$ cat src/rtl/reset_sequencer_pkg.sv
// Shared types and elaboration-time helpers for reset_sequencer.
// Build option: define RESET_SEQUENCER_CAUSE_EN to include the sticky reset-cause flags.
package reset_sequencer_pkg;

  typedef enum logic [1:0] {
    ASSERT  = 2'd0,
    RELEASE = 2'd1,
    RUN     = 2'd2
  } seq_state_t;

  // The counter never holds more than the larger of the two reload values.
  function automatic int cnt_width(input int min_assert, input int stage_gap);
    int max_load;
    max_load = (min_assert > stage_gap) ? min_assert : stage_gap;
    return $clog2(max_load + 1);
  endfunction

  function automatic bit params_ok(input int n_req, input int n_domains, input int sync_depth,
                                   input int min_assert, input int stage_gap);
    return (n_req >= 1) && (n_domains >= 1) && (sync_depth >= 2) &&
           (min_assert >= 1) && (stage_gap >= 1);
  endfunction

endpackage

$ cat src/rtl/reset_request_sync.sv
// One SYNC_DEPTH-deep synchroniser for a single asynchronous reset request.
// Output is normalised to active-high regardless of REQ_ACTIVE_STATE.
module reset_request_sync #(
  parameter int   SYNC_DEPTH       = 2,
  parameter logic REQ_ACTIVE_STATE = 1'b1
) (
  input  logic clock,
  input  logic reset_n,
  input  logic i_req,
  output logic o_req_sync
);

  (* ASYNC_REG = "TRUE", preserve, dont_touch = "true", IOB = "FALSE", useioff = 0 *)
  logic [SYNC_DEPTH-1:0] r_sync;

  // NOTE: state registers use non-blocking assignments so every flop samples pre-edge values.
  always_ff @(posedge clock) begin
    if (!reset_n) begin
      r_sync <= {SYNC_DEPTH{~REQ_ACTIVE_STATE}};
    end else begin
      r_sync <= {r_sync[SYNC_DEPTH-2:0], i_req};
    end
  end

  assign o_req_sync = (r_sync[SYNC_DEPTH-1] == REQ_ACTIVE_STATE);

endmodule

$ cat src/rtl/reset_sequencer.sv
// Multi-source reset controller: synchronises requests, holds all resets, then releases domains in order.
// Build option: RESET_SEQUENCER_CAUSE_EN adds sticky reset_cause flags; otherwise reset_cause is 0.
module reset_sequencer
  import reset_sequencer_pkg::*;
#(
  parameter int   N_REQ              = 2,
  parameter logic REQ_ACTIVE_STATE   = 1'b1,
  parameter int   N_DOMAINS          = 3,
  parameter logic RESET_ACTIVE_STATE = 1'b0,
  parameter int   SYNC_DEPTH         = 2,
  parameter int   MIN_ASSERT         = 4,
  parameter int   STAGE_GAP          = 3
) (
  input  logic                 clock,
  input  logic                 reset_n,
  input  logic [N_REQ-1:0]     reset_req,
  input  logic                 sw_reset,
  output logic [N_DOMAINS-1:0] reset_out,
  output logic                 busy,
  output logic                 sequence_done,
  output logic [N_REQ:0]       reset_cause,
  input  logic                 cause_clear
);

  localparam int CNT_W = cnt_width(MIN_ASSERT, STAGE_GAP);
  localparam int IDX_W = (N_DOMAINS > 1) ? $clog2(N_DOMAINS) : 1;

  localparam logic [CNT_W-1:0]     CNT_ONE    = CNT_W'(1);
  localparam logic [CNT_W-1:0]     CNT_ASSERT = CNT_W'(MIN_ASSERT);
  localparam logic [CNT_W-1:0]     CNT_GAP    = CNT_W'(STAGE_GAP);
  localparam logic [IDX_W-1:0]     IDX_LAST   = IDX_W'(N_DOMAINS - 1);
  localparam logic [N_DOMAINS-1:0] ALL_ACTIVE = {N_DOMAINS{RESET_ACTIVE_STATE}};

  generate
    if (!params_ok(N_REQ, N_DOMAINS, SYNC_DEPTH, MIN_ASSERT, STAGE_GAP)) begin : g_bad_params
      $error("reset_sequencer: need N_REQ>=1, N_DOMAINS>=1, SYNC_DEPTH>=2, MIN_ASSERT>=1, STAGE_GAP>=1");
    end
  endgenerate

  logic [N_REQ-1:0] w_req_sync;
  logic             w_req_any;
  logic             r_sw_reset;

  for (genvar g = 0; g < N_REQ; g++) begin : g_sync
    reset_request_sync #(
      .SYNC_DEPTH       (SYNC_DEPTH),
      .REQ_ACTIVE_STATE (REQ_ACTIVE_STATE)
    ) u_sync (
      .clock      (clock),
      .reset_n    (reset_n),
      .i_req      (reset_req[g]),
      .o_req_sync (w_req_sync[g])
    );
  end

  // sw_reset is already synchronous; one register aligns it with the FSM's registered view of requests.
  always_ff @(posedge clock) begin
    if (!reset_n) r_sw_reset <= 1'b0;
    else          r_sw_reset <= sw_reset;
  end

  assign w_req_any = (|w_req_sync) | r_sw_reset;

  seq_state_t           r_state;
  logic [CNT_W-1:0]     r_cnt;
  logic [IDX_W-1:0]     r_idx;
  logic [N_DOMAINS-1:0] r_reset_out;
  logic                 r_busy;
  logic                 r_done;

  // A request outranks any release due on the same edge, including mid-RELEASE.
  always_ff @(posedge clock) begin
    if (!reset_n || w_req_any) begin
      r_state     <= ASSERT;
      r_cnt       <= CNT_ASSERT;
      r_idx       <= '0;
      r_reset_out <= ALL_ACTIVE;
      r_busy      <= 1'b1;
      r_done      <= 1'b0;
    end else begin
      case (r_state)
        ASSERT: begin
          if (r_cnt == CNT_ONE) begin
            r_reset_out[0] <= ~RESET_ACTIVE_STATE;
            if (N_DOMAINS == 1) begin
              r_state <= RUN;
              r_busy  <= 1'b0;
              r_done  <= 1'b1;
            end else begin
              r_state <= RELEASE;
              r_cnt   <= CNT_GAP;
              r_idx   <= IDX_W'(1);
            end
          end else begin
            r_cnt <= r_cnt - CNT_ONE;
          end
        end
        RELEASE: begin
          if (r_cnt == CNT_ONE) begin
            r_reset_out[r_idx] <= ~RESET_ACTIVE_STATE;
            if (r_idx == IDX_LAST) begin
              r_state <= RUN;
              r_busy  <= 1'b0;
              r_done  <= 1'b1;
            end else begin
              r_idx <= r_idx + IDX_W'(1);
              r_cnt <= CNT_GAP;
            end
          end else begin
            r_cnt <= r_cnt - CNT_ONE;
          end
        end
        default: ;
      endcase
    end
  end

  assign reset_out     = r_reset_out;
  assign busy          = r_busy;
  assign sequence_done = r_done;

`ifdef RESET_SEQUENCER_CAUSE_EN
  logic [N_REQ:0] r_cause;

  // New cause bits are OR-ed in after the clear, so a same-edge request survives cause_clear.
  always_ff @(posedge clock) begin
    if (!reset_n) r_cause <= '0;
    else          r_cause <= (cause_clear ? '0 : r_cause) | {r_sw_reset, w_req_sync};
  end

  assign reset_cause = r_cause;
`else
  logic w_unused_cause_clear;
  assign w_unused_cause_clear = cause_clear;
  assign reset_cause          = '0;
`endif

endmodule

$ cat config.mk
export PLATFORM = sky130hd
export DESIGN_NAME = reset_sequencer
export DESIGN_NICKNAME = d
export VERILOG_FILES = /design/src/rtl/reset_sequencer_pkg.sv /design/src/rtl/reset_request_sync.sv /design/src/rtl/reset_sequencer.sv
export SDC_FILE = /design/constraint.sdc
export NUM_CORES = 1
export LEC_CHECK = 0
export ABC_AREA = 0
export ABC_CLOCK_PERIOD_IN_PS = 2200
export CAP_MARGIN = 20
export CORE_MARGIN = 2
export CORE_UTILIZATION = 48
export DETAILED_ROUTE_END_ITERATION = 16
export PLACE_DENSITY = 0.74
export SYNTH_ARGS = -nofsm -noshare
export SYNTH_HDL_FRONTEND = slang
export SYNTH_SLANG_ARGS = --single-unit
$ cat constraint.sdc
create_clock -name clock -period 2.2 [get_ports clock]
set_clock_uncertainty 0.15 [all_clocks]
set_input_delay 0.22 -clock clock [delete_from_list [all_inputs] [get_ports clock]]
set_output_delay 0.22 -clock clock [all_outputs]
set_load 0.02 [all_outputs]
# Word level (Yosys, flattened, before mapping)
# Cells that the tools add are included.
[word_totals]
reg_bits = 17
in_bits = 6
out_inout_bits = 8
wordCells = 52
[classes]
add_sub_neg = 2
order_cmp = 2
n_eq_ne = 8
mux = 16
bitwise_logic = 2
n_reduce_logical = 12
[op_table]
columns = ["op", "n"]
rows = [
  ["two-way mux 2 bit", 5],
  ["two-way mux 3 bit", 3],
  ["inequality test 2 bit (second input constant)", 4],
  ["one-hot mux 2 bit (2 select lines)", 2],
  ["AND reduction 4 bit", 2],
  ["one-hot mux 3 bit (2 select lines)", 1],
  ["AND reduction 3 bit", 2],
  ["AND reduction 2 bit", 2],
  ["equality test 3 x 1 -> 1 bit (second input constant)", 1],
  ["less-than comparator 2 x 3 -> 1 bit (second input constant)", 1],
  ["two-way mux 1 bit", 3],
  ["inequality test 3 bit (second input constant)", 1],
  ["bitwise OR 3 bit", 1],
  ["subtractor 3 x 1 -> 3 bit (second input constant)", 1],
  ["adder 2 x 1 -> 2 bit (second input constant)", 1],
  ["demux 1 bit (select 2 bit)", 1],
  ["equality test 2 x 1 -> 1 bit (second input constant)", 1],
  ["equality test 2 bit (second input constant)", 1],
  [">= comparator 2 x 1 -> 1 bit (second input constant)", 1],
  ["logical NOT 2 bit", 1],
  ["one-hot mux 1 bit (2 select lines)", 1],
  ["nonzero test 2 bit", 1],
  ["OR reduction 2 bit", 1],
  ["logical AND 1 bit", 1],
  ["3 further kinds", 3],
]

# Depth between registers and ports, before layout
[depth]
depth_word = 7
ltp_mapped = 5
mapped_depth_nobuf = 5

# Modules after synthesis
# Synthesis repeated with hierarchy kept, for this count alone.
[hier_totals]
hier_cells = 75
area_unflattened_um2 = 742.0
[by_module_without_submodules]
columns = ["module", "n_inst", "cells_each", "area_each_um2", "seq_area_each_um2"]
rows = [
  ["reset_sequencer", 1, 67, 636.9, 260.2],
  ["reset_request_sync", 2, 4, 52.6, 40.0],
]

# Worst setup path before layout
# OpenSTA, ideal clock, no wires.
[synth_path]
path_kind = "register to register"
start = "register r_cnt[1]"
end = "register r_idx[0]"
setup_ns = 0.086
arrival_ns = 1.268
t_required_ns = 1.964
setup_slack_ns = 0.696
stages_incl_launch_ff = 6
path_buffers = 0
synth_period_minus_slack_ns = 1.504
path_cell_list = "dfxtp_1 -> inv_1 -> ha_1 -> nor3b_1 -> nand2_1 -> a221oi_2"
[synth_via]
elab_chain_cells = 3
word_cells_on_any_way = 4
cone_classes = "eq/ne (3); reduce/logical (1)"
[synth_lines]
columns = ["element", "line_no", "source"]
rows = [
  ["start: declaration", "reset_sequencer.sv:65", "logic [CNT_W-1:0] r_cnt;"],
  ["start signal: assignment", "reset_sequencer.sv:95", "r_cnt <= r_cnt - CNT_ONE;"],
  ["start signal: assignment", "reset_sequencer.sv:110", "r_cnt <= r_cnt - CNT_ONE;"],
  ["equality test 3 x 1 -> 1 bit *", "reset_sequencer.sv:83, reset_sequencer.sv:99", ""],
  ["inequality test 2 bit (no line)", "--", ""],
  ["AND reduction 4 bit (no line) *", "--", ""],
  ["end signal: assignment", "reset_sequencer.sv:106", "r_idx <= r_idx + IDX_W'(1);"],
  ["end: declaration", "reset_sequencer.sv:66", "logic [IDX_W-1:0] r_idx;"],
]
# Every way passes the cells marked *; elsewhere a longest branch is shown, timed or not.
# A chain may end at the register's enable or synchronous reset.

# Worst setup path in the final report
[layout_path]
start = "input reset_n"
end = "register r_idx[1]"
[layout_via]
elab_chain_cells = 2
[layout_lines]
columns = ["element", "line_no", "source"]
rows = [
  ["start: declaration", "reset_sequencer.sv:15", "input logic reset_n,"],
  ["logical NOT 1 bit", "reset_sequencer.sv:73", "if (!reset_n || w_req_any) begin"],
  ["logical OR 1 bit", "reset_sequencer.sv:73", ""],
]
# No other way between the ends.

==> flow_summary.yaml <==
synth:
  synth_edf_count: 0
  synthFlopType: "dfxtp_1"
  async_flop_share: 0
  synthSimpleGateAreaFrac: 0.215
  synth.distinct_cells: 25
  seq_area_frac_synth: 0.459
  synthAdderAreaFrac: 0.101
  synth.area.mux_share: 0
  synth-compound-area-share: 0.149
  synth_top_family_by_area: "simple AND/OR/NAND/NOR gates"
  ys_seq_elements: 17
  avgSynthCellArea_um2: 10.3
  synth-xor-area-share: 0
  syn_area_um2: 741
  synth_cells: 72
  ys_warn_count: 0
sta:
  final_max_slew_viol_count: 0
  finalCriticalPeriod_ns: 1.63
  hold_violations: 0
  setup_viol: 0
  rsz0062_at_grt: "no"
  fin_tns_setup_ns: 0
  fin_crit_sh: 0.741
  fmax_ghz: 0.613
routing:
  totalWireLength_um: 1120
  drt_pass1_iterations: 1
  num_vias: 505
  wl_per_cell_um: 11.2
  drt_iter0_drc: 0
  final_antenna_net_count: 0
  via_per_inst: 5.05
  drc_errors: 0
power:
  comb_power_share: 0.102
  power_frac_seq: 0.605
  finalPower_w: 0.000536
  vdd_drop_max_v: 0.000379
  p_int_w: 0.000415
  switching_share: 0.226
  leakage_nw: 0.321
  p_switching_w: 0.000121
  p_clk_frac: 0.293
  power_density_mw_per_mm2: 625
clock_tree:
  cts-root-buf: "clkbuf_4"
  holdBufCountCts: 0
  cts_tree: "done"
  clockBufferDepth: 2
  clkTransAtPathRegs_ns: 0.09
  htreeDepth: 1
  clkLatencyLatePin_ns: 0.28
  cts.sinks: 17
  postCtsSetupBuffers: 0
  cts_buffers: 3
  cts_resized: 0
worst_setup_path:
  critical_path.top_delay_family: "simple AND/OR/NAND/NOR gates"
  cp.buffers_inverters: 1
  critPathSlowestCell: "or4b_4"
  worstPathCellList: "clkdlybuf4s50_1, or4b_4, a211o_1, o31ai_1"
  crit_required_ns: 2.24
  critical-path-max-stage-delay_ns: 0.60
  critPathLaunchType: "primary input"
  critPathKind: "primary input to flip-flop"
  crit_fanout: 13
  cp.arrival_ns: 1.68
  worst_setup_path_end_kind: "flip-flop"
grt:
  grtUsageTotal: 0.153
  grt_pass1_vias: 507
  globalRouteOverflowTotal: 0
  grt_pass1_wl_um: 2130
  antenna_found_initial: 0
  grt_max_degree: 14
floorplan:
  die_w_um: 43.3
  core_mm2: 0.00147
  die_height_um: 43.3
  dieArea_mm2: 0.00187
  io_pins: 14
  initial_core_util: 0.503
  rows: 14
outcome:
  status: "complete, no violations"
placed_design:
  port_buffers: 9
  gp_congestion: 0.697
  dp_hpwl_um: 877
final_layout:
  syn2layout_area_growth_pct: 15.9
  final_util: 0.583
  n_antenna_cell: 0
  drive_gt1_frac: 0.202
  nets: 97
flow_run:
  maxCapViolCount: 0
hold_path:
  hold_class: "flip-flop to flip-flop"
==> final timing paths <==
check / start / end / slack [ns] / cells past startpoint
worst max-delay path: reset_n / r_idx[1]$_SDFFE_PP0P_ / 0.57 / 4
worst min-delay path: g_sync[1].u_sync.r_sync[0]$_SDFF_PN0_ / g_sync[1].u_sync.r_sync[1]$_SDFF_PN0_ / 0.31 / 1
worst max register to register: r_cnt[1]$_SDFFE_PP0P_ / r_idx[0]$_SDFFE_PP0P_ / 0.64 / 6
worst min register to register: g_sync[1].u_sync.r_sync[0]$_SDFF_PN0_ / g_sync[1].u_sync.r_sync[1]$_SDFF_PN0_ / 0.31 / 1
==> state kept, by name, summed over array words and instances (netlist names) <==
register and count:
reset_out 3, r_cnt 3, g_sync.u_sync.r_sync 4, busy 1, r_sw_reset 1, r_idx 2
r_state 2, sequence_done 1
==> layout make-up <==
type / count / area [µm²]
Fill cell: 135 / 613
Multi-Input combinational cell: 48 / 355
Sequential cell: 17 / 340
Timing Repair Buffer: 10 / 97.6
Clock buffer: 4 / 26.3
Tap cell: 16 / 20.0
Inverter: 5 / 18.8
==> cells in the mapped netlist (2+ instances only) <==
cell type  count  area (µm²)
dfxtp_1       17         340
nor2_1         7        26.3
ha_1           6        75.1
a21oi_1        5        25.0
and2_2         5        37.5
inv_1          5        18.8
nand2_1        4        15.0
buf_4          3        22.5
a221oi_2       2        30.0
nand2b_1       2        12.5
nor3_1         2        10.0
==> metrics by stage <==
| step | hold slack [ns] | instance area, µm² | instances | worst slack (ns) |
|---|---|---|---|---|
| floorplan | 0.206 | 748 | 74 | 0.696 |
| global placement | 0.279 | 832 | 96 | 0.292 |
| detailed placement | 0.288 | 832 | 96 | 0.275 |
| CTS | 0.313 | 858 | 100 | 0.572 |
| global route | 0.326 | 858 | 100 | 0.523 |
| finish | 0.307 | 858 | 100 | 0.569 |
==> power groups by stage <==
stage / Clock [W] / Combinational (W) / Sequential (W)
2_1_floorplan: 0 / 0.0000462 / 0.000331
3_3_place_gp: 0 / 0.0000532 / 0.000331
3_5_place_dp: 0 / 0.0000549 / 0.000332
4_1_cts: 0.000166 / 0.0000550 / 0.000325
5_1_grt: 0.000180 / 0.0000630 / 0.000326
6_report: 0.000157 / 0.0000547 / 0.000324
==> cells in the final DEF, fill, tap and decap left out, types with 2 or more instances in the layout <==
cell type,count
clkbuf_4,3
inv_1,5
ha_1,6
dfxtp_1,17
nor2_1,7
a21oi_1,5
nand2_1,4
clkdlybuf4s50_1,9
a221oi_2,2
conb_1,3
nor3_1,2
nand2b_1,2
and2_2,5
==> per-layer routing <==
metal	track usage	wire, µm	share of wire	vias up
met3	0.0255	34	0.030	2
met2	0.242	535	0.48	9
met5	0	0	0	-
met1	0.192	545	0.49	230
li1	-	-	-	264
met4	0.0909	8	0.0071	0
==> logic make-up (layout without fill, tap and decap cells) <==
| group | Yosys count | in the layout |
|---|---|---|
| and+or+nand+nor | 26 | 26 |
| DFF | 17 | 17 |
| AOI/OAI and AO/OA | 13 | 13 |
| buffers and inverters | 9 | 19 |
| adders and majority gates | 6 | 6 |
| other | 1 | 3 |
Power figures use the tool's default switching activity.
